**src/rtl/sum3_block_accum_if.sv**
```systemverilog
// ============================================================================
// sum3_block_accum_if : handshake bundle between the 3-operand adder, the
//                       block accumulator and the result sink. Rev 1.0
// ============================================================================
`default_nettype none

interface sum3_block_accum_if #(
  parameter int ACC_W = 8,
  parameter int CNT_W = 3
);
  logic             in_valid;
  logic             in_ready;
  logic [3:0]       in_sum;
  logic             clear;
  logic             out_valid;
  logic             out_ready;
  logic [ACC_W-1:0] out_acc;
  logic [CNT_W-1:0] out_count;
  logic             overflow;

  modport slave (
    input  in_valid, in_sum, clear, out_ready,
    output in_ready, out_valid, out_acc, out_count, overflow
  );

  modport master (
    output in_valid, in_sum, clear, out_ready,
    input  in_ready, out_valid, out_acc, out_count, overflow
  );
endinterface

`default_nettype wire

```
**src/rtl/sum3_block_accum.sv**
```systemverilog
// ============================================================================
// sum3_block_accum : sums BLOCK_LEN 4-bit adder results per block and holds
//                    the total until taken. Option: SUM3_ACCUM_SAT_EN.
// Rev 1.0
// ============================================================================
`default_nettype none

module sum3_block_accum #(
  parameter int ACC_W     = 8,
  parameter int BLOCK_LEN = 4
) (
  input  wire                 clk,
  input  wire                 rst_n,
  sum3_block_accum_if.slave   bus
);
  localparam int CNT_W = $clog2(BLOCK_LEN + 1);
  localparam logic [CNT_W-1:0] c_LAST = CNT_W'(BLOCK_LEN - 1);

  localparam logic [0:0] S_ACCUM = 1'b0;
  localparam logic [0:0] S_HOLD  = 1'b1;

  logic [0:0]       r_state;
  logic [0:0]       w_next;
  logic [ACC_W-1:0] r_acc;
  logic [CNT_W-1:0] r_count;
  logic             r_overflow;
  logic             w_in_ready;
  logic             w_out_valid;
  logic             w_accept;
  logic             w_xfer;
  logic [ACC_W:0]   w_sum;
  logic             w_carry;

  assign w_accept = bus.in_valid & w_in_ready;
  assign w_xfer   = w_out_valid & bus.out_ready;
  assign w_sum    = {1'b0, r_acc} + {{(ACC_W - 3){1'b0}}, bus.in_sum};
  assign w_carry  = w_sum[ACC_W];

  always_ff @(posedge clk) begin
    if (!rst_n) r_state <= S_ACCUM;
    else        r_state <= w_next;
  end

  always_comb begin
    w_next = r_state;
    if (bus.clear) begin
      w_next = S_ACCUM;
    end else begin
      case (r_state)
        S_ACCUM: if (w_accept && r_count == c_LAST) w_next = S_HOLD;
        S_HOLD:  if (w_xfer) w_next = S_ACCUM;
        default: w_next = S_ACCUM;
      endcase
    end
  end

  always_comb begin
    w_in_ready  = 1'b0;
    w_out_valid = 1'b0;
    case (r_state)
      S_ACCUM: w_in_ready  = 1'b1;
      S_HOLD:  w_out_valid = 1'b1;
      default: w_in_ready  = 1'b1;
    endcase
  end

  // clear outranks both Transfer and accept; the sum offered with it is lost.
  always_ff @(posedge clk) begin
    if (!rst_n || bus.clear || w_xfer) begin
      r_acc      <= '0;
      r_count    <= '0;
      r_overflow <= 1'b0;
    end else if (w_accept) begin
      r_count    <= r_count + 1'b1;
      r_overflow <= r_overflow | w_carry;
`ifdef SUM3_ACCUM_SAT_EN
      if (w_carry || r_overflow) r_acc <= '1;
      else                       r_acc <= w_sum[ACC_W-1:0];
`else
      r_acc <= w_sum[ACC_W-1:0];
`endif
    end
  end

  assign bus.in_ready  = w_in_ready;
  assign bus.out_valid = w_out_valid;
  assign bus.out_acc   = r_acc;
  assign bus.out_count = r_count;
  assign bus.overflow  = r_overflow;
endmodule

`default_nettype wire

```
**src/flat_wrapper.sv**
```systemverilog
// flat-port wrapper written by rule: the top's interface ports become plain ports
module sum3_block_accum_flat 
#(
  parameter int ACC_W     = 8,
  parameter int BLOCK_LEN = 4
)
  (clk, rst_n, bus_in_valid, bus_in_sum, bus_clear, bus_out_ready, bus_in_ready, bus_out_valid, bus_out_acc, bus_out_count, bus_overflow);
  sum3_block_accum_if #(.ACC_W(ACC_W), .CNT_W(3)) bus_i ();
  input  wire clk;
  input  wire rst_n;
  input wire logic [$bits(bus_i.in_valid)-1:0] bus_in_valid;
  input wire logic [$bits(bus_i.in_sum)-1:0] bus_in_sum;
  input wire logic [$bits(bus_i.clear)-1:0] bus_clear;
  input wire logic [$bits(bus_i.out_ready)-1:0] bus_out_ready;
  output wire logic [$bits(bus_i.in_ready)-1:0] bus_in_ready;
  output wire logic [$bits(bus_i.out_valid)-1:0] bus_out_valid;
  output wire logic [$bits(bus_i.out_acc)-1:0] bus_out_acc;
  output wire logic [$bits(bus_i.out_count)-1:0] bus_out_count;
  output wire logic [$bits(bus_i.overflow)-1:0] bus_overflow;
  assign bus_i.in_valid = bus_in_valid;
  assign bus_i.in_sum = bus_in_sum;
  assign bus_i.clear = bus_clear;
  assign bus_i.out_ready = bus_out_ready;
  assign bus_in_ready = bus_i.in_ready;
  assign bus_out_valid = bus_i.out_valid;
  assign bus_out_acc = bus_i.out_acc;
  assign bus_out_count = bus_i.out_count;
  assign bus_overflow = bus_i.overflow;
  sum3_block_accum #(.ACC_W(ACC_W), .BLOCK_LEN(BLOCK_LEN)) u_core (.clk(clk), .rst_n(rst_n), .bus(bus_i));
endmodule
```
**config.mk**
```make
export PLATFORM = sky130hd
export DESIGN_NAME = sum3_block_accum_flat
export DESIGN_NICKNAME = d
export VERILOG_FILES = /design/src/rtl/sum3_block_accum_if.sv /design/src/rtl/sum3_block_accum.sv /design/src/flat_wrapper.sv
export SDC_FILE = /design/constraint.sdc
export NUM_CORES = 1
export LEC_CHECK = 0
export CAP_MARGIN = 0
export CORE_MARGIN = 2
export CORE_UTILIZATION = 30
export DETAILED_ROUTE_END_ITERATION = 6
export PLACE_DENSITY_LB_ADDON = 0.15
export SLEW_MARGIN = 5
export SYNTH_ARGS = -nofsm -noshare
export SYNTH_HDL_FRONTEND = slang
export SYNTH_SLANG_ARGS = --single-unit
```
**constraint.sdc**
```tcl
create_clock -name clk -period 2.2 [get_ports clk]
set_input_delay 0.55 -clock clk [delete_from_list [all_inputs] [get_ports clk]]
set_output_delay 0.55 -clock clk [all_outputs]
set_load 0.01 [all_outputs]
```
==> metrics.csv <==
metric,value,unit
slew-limit-headroom,82.4,%
vias_per_cell,4.78,
cts_setup_buffers,0,
synth.cells.most_frequent,"dfxtp_1, nand2_1, a21oi_1, inv_1, ha_1",
path_clk_slew,80,ps
firstDrtPassIters,2,
drive_above_1_share,10.0,%
hpwl,1190,um
drt-initial-drc-count,3,
wl_per_cell,11.1,um
finalWorstSetupSlack,106,ps
placed_area,985,sq um
slew_violations,0,
die_w,52.8,um
layout.cells.non_filler,138,
grt_max_degree,10,
dp_slack,-220,ps
worst_pin_slew,262,ps
netlist_instances,82,
end_kind,register,
hold_viol,0,
rsz0062_at_grt,false,
power_density,467,nW/um^2
wl,1530,um
finish.utilization,45.4,%
yosysWarnings,0,
p_leak,0.381,nW
numCtsBuffers,3,
yosysTopAreaCell,dfxtp_1,
ir_drop,0.371,mV
grt_overflow,0,
fmax,0.478,GHz
setup_viol_count_final,0,
cp_max_fo,5,
finalCriticalPeriod,2090,ps
fin_area,1010,sq um
nFillCells,233,
ys_seq_elements,13,
clkLatencyLatePin,280,ps
antenna_found_initial,0,
synthDistinctLibCells,26,
num_vias,659,
coreArea,2230,sq um
cts.htree.levels,1,
area_growth,42.3,%
total_power,0.474,mW
ant_nets,0,
min_path_type,reg -> reg,
place_congestion,0.715,
ys_dominant_reg_cell,dfxtp_1,
fin_skew,9.04,ps
maxCapViolCount,0,
yosysTopAreaCellShare,36.5,%
io_pins,23,
tns,0,ps
initial_utilization,31.9,%
final_nets,127,
drc,0,
syn-num-nets,98,
grt_pass1_vias,615,
cts_num_sinks,13,
synth-edff-count,0,
grt_pass1_wl,2730,um
cts_buffer_depth,2,
synthArstFlopShare,0,%
die_area,2780,sq um
status,"finished, final reports clean",
start_kind,input pin,
seq_area_frac_synth,36.5,%
min_period_over_period,95.2,%
synth.most_common_cell,dfxtp_1,
critPathKind,in -> reg,
dieHeight,52.8,um
cts_tree,built,
cp.arrival,2320,ps
avgSynthCellArea,8.70,sq um
dp_cells,134,
ys_top_cells_by_area,"dfxtp_1, ha_1, nand2_1",
rows,17,
whs,476,ps
track_usage,13.8,%
syn_area,713,sq um
critPathRequiredTime,2420,ps
port_buffers,22,
cts_root_buffer,clkbuf_4,
antennaDiodeCount,0,
[critical path, cell delays in order]
cell             delay [ps]
clkdlybuf4s50_1         460
ha_1                    160
inv_1                    50
fa_1                    380
nor2b_1                 150
o21ai_2                 100
a2111o_1                420
o21ai_2                  60
[routing by layer]
layer	wire length (um)	GRT usage (%)
met1	711	17.4
met2	686	20.2
met3	80	4.57
met4	47	7.69
met5	0	0
[state kept, by name (all words and copies together), names as in the netlist]
register              count
u_core.bus.out_acc        8
u_core.r_state            1
u_core.bus.overflow       1
u_core.bus.out_count      3
[cells in the final DEF (no fill, tap or decap)]
cell / n
a2111o_1: 2
a211oi_1: 5
a21o_1: 1
a21oi_1: 7
and3b_1: 1
buf_4: 5
clkbuf_1: 1
clkbuf_4: 3
clkdlybuf4s50_1: 22
dfxtp_1: 13
fa_1: 1
ha_1: 6
inv_1: 7
nand2_1: 12
nand3_1: 2
nand3b_1: 1
nand4_1: 1
nor2_1: 4
nor2b_1: 1
nor2b_4: 1
o211ai_1: 2
o21a_1: 2
o21ai_0: 2
o21ai_1: 2
o21ai_2: 2
or3_1: 1
or4_1: 1
xnor2_1: 2
[report_power, final]
group / internal, mW / switching, mW
Sequential: 0.240 / 0.00467
Combinational: 0.0429 / 0.0354
Clock: 0.0704 / 0.0798
[kinds of logic after synthesis]
| kind of cell | count (synthesis) | synth area share (%) |
|---|---|---|
| XOR/XNOR | 2 | 2.46 |
| AO/OA/AOI/OAI | 25 | 23.3 |
| adder cells (fa/ha/maj) | 7 | 13.3 |
| flip-flops | 13 | 36.5 |
| buffers and inverters | 10 | 6.67 |
| AND/OR/NAND/NOR | 25 | 17.7 |
[timing repair]
action | in CTS | in global routing
gates resized for setup | 0 | 1
hold buffers | 0 | 0
setup endpoints to repair | 0 | 1
[worst paths after layout]
kind                                 startpoint                                  to  slack, ps  cells past startpoint
max                               bus_in_sum[0]  u_core.bus.out_acc[6]$_SDFFE_PP0P_        110                      8
min          u_core.bus.out_acc[2]$_SDFFE_PP0P_  u_core.bus.out_acc[2]$_SDFFE_PP0P_        480                      2
max reg2reg  u_core.bus.out_acc[0]$_SDFFE_PP0P_  u_core.bus.out_acc[6]$_SDFFE_PP0P_        460                      7
min reg2reg  u_core.bus.out_acc[2]$_SDFFE_PP0P_  u_core.bus.out_acc[2]$_SDFFE_PP0P_        480                      2
[final cells by class]
class,count,area [sq um],area share [%]
inverters,7,26.3,2.59
repair buffers,27,258,25.4
well taps,28,35.0,3.45
multi-input cells,59,409,40.3
flip-flops and latches,13,260,25.6
clock buffers,4,26.3,2.59
(Power assumes the default switching activity.)
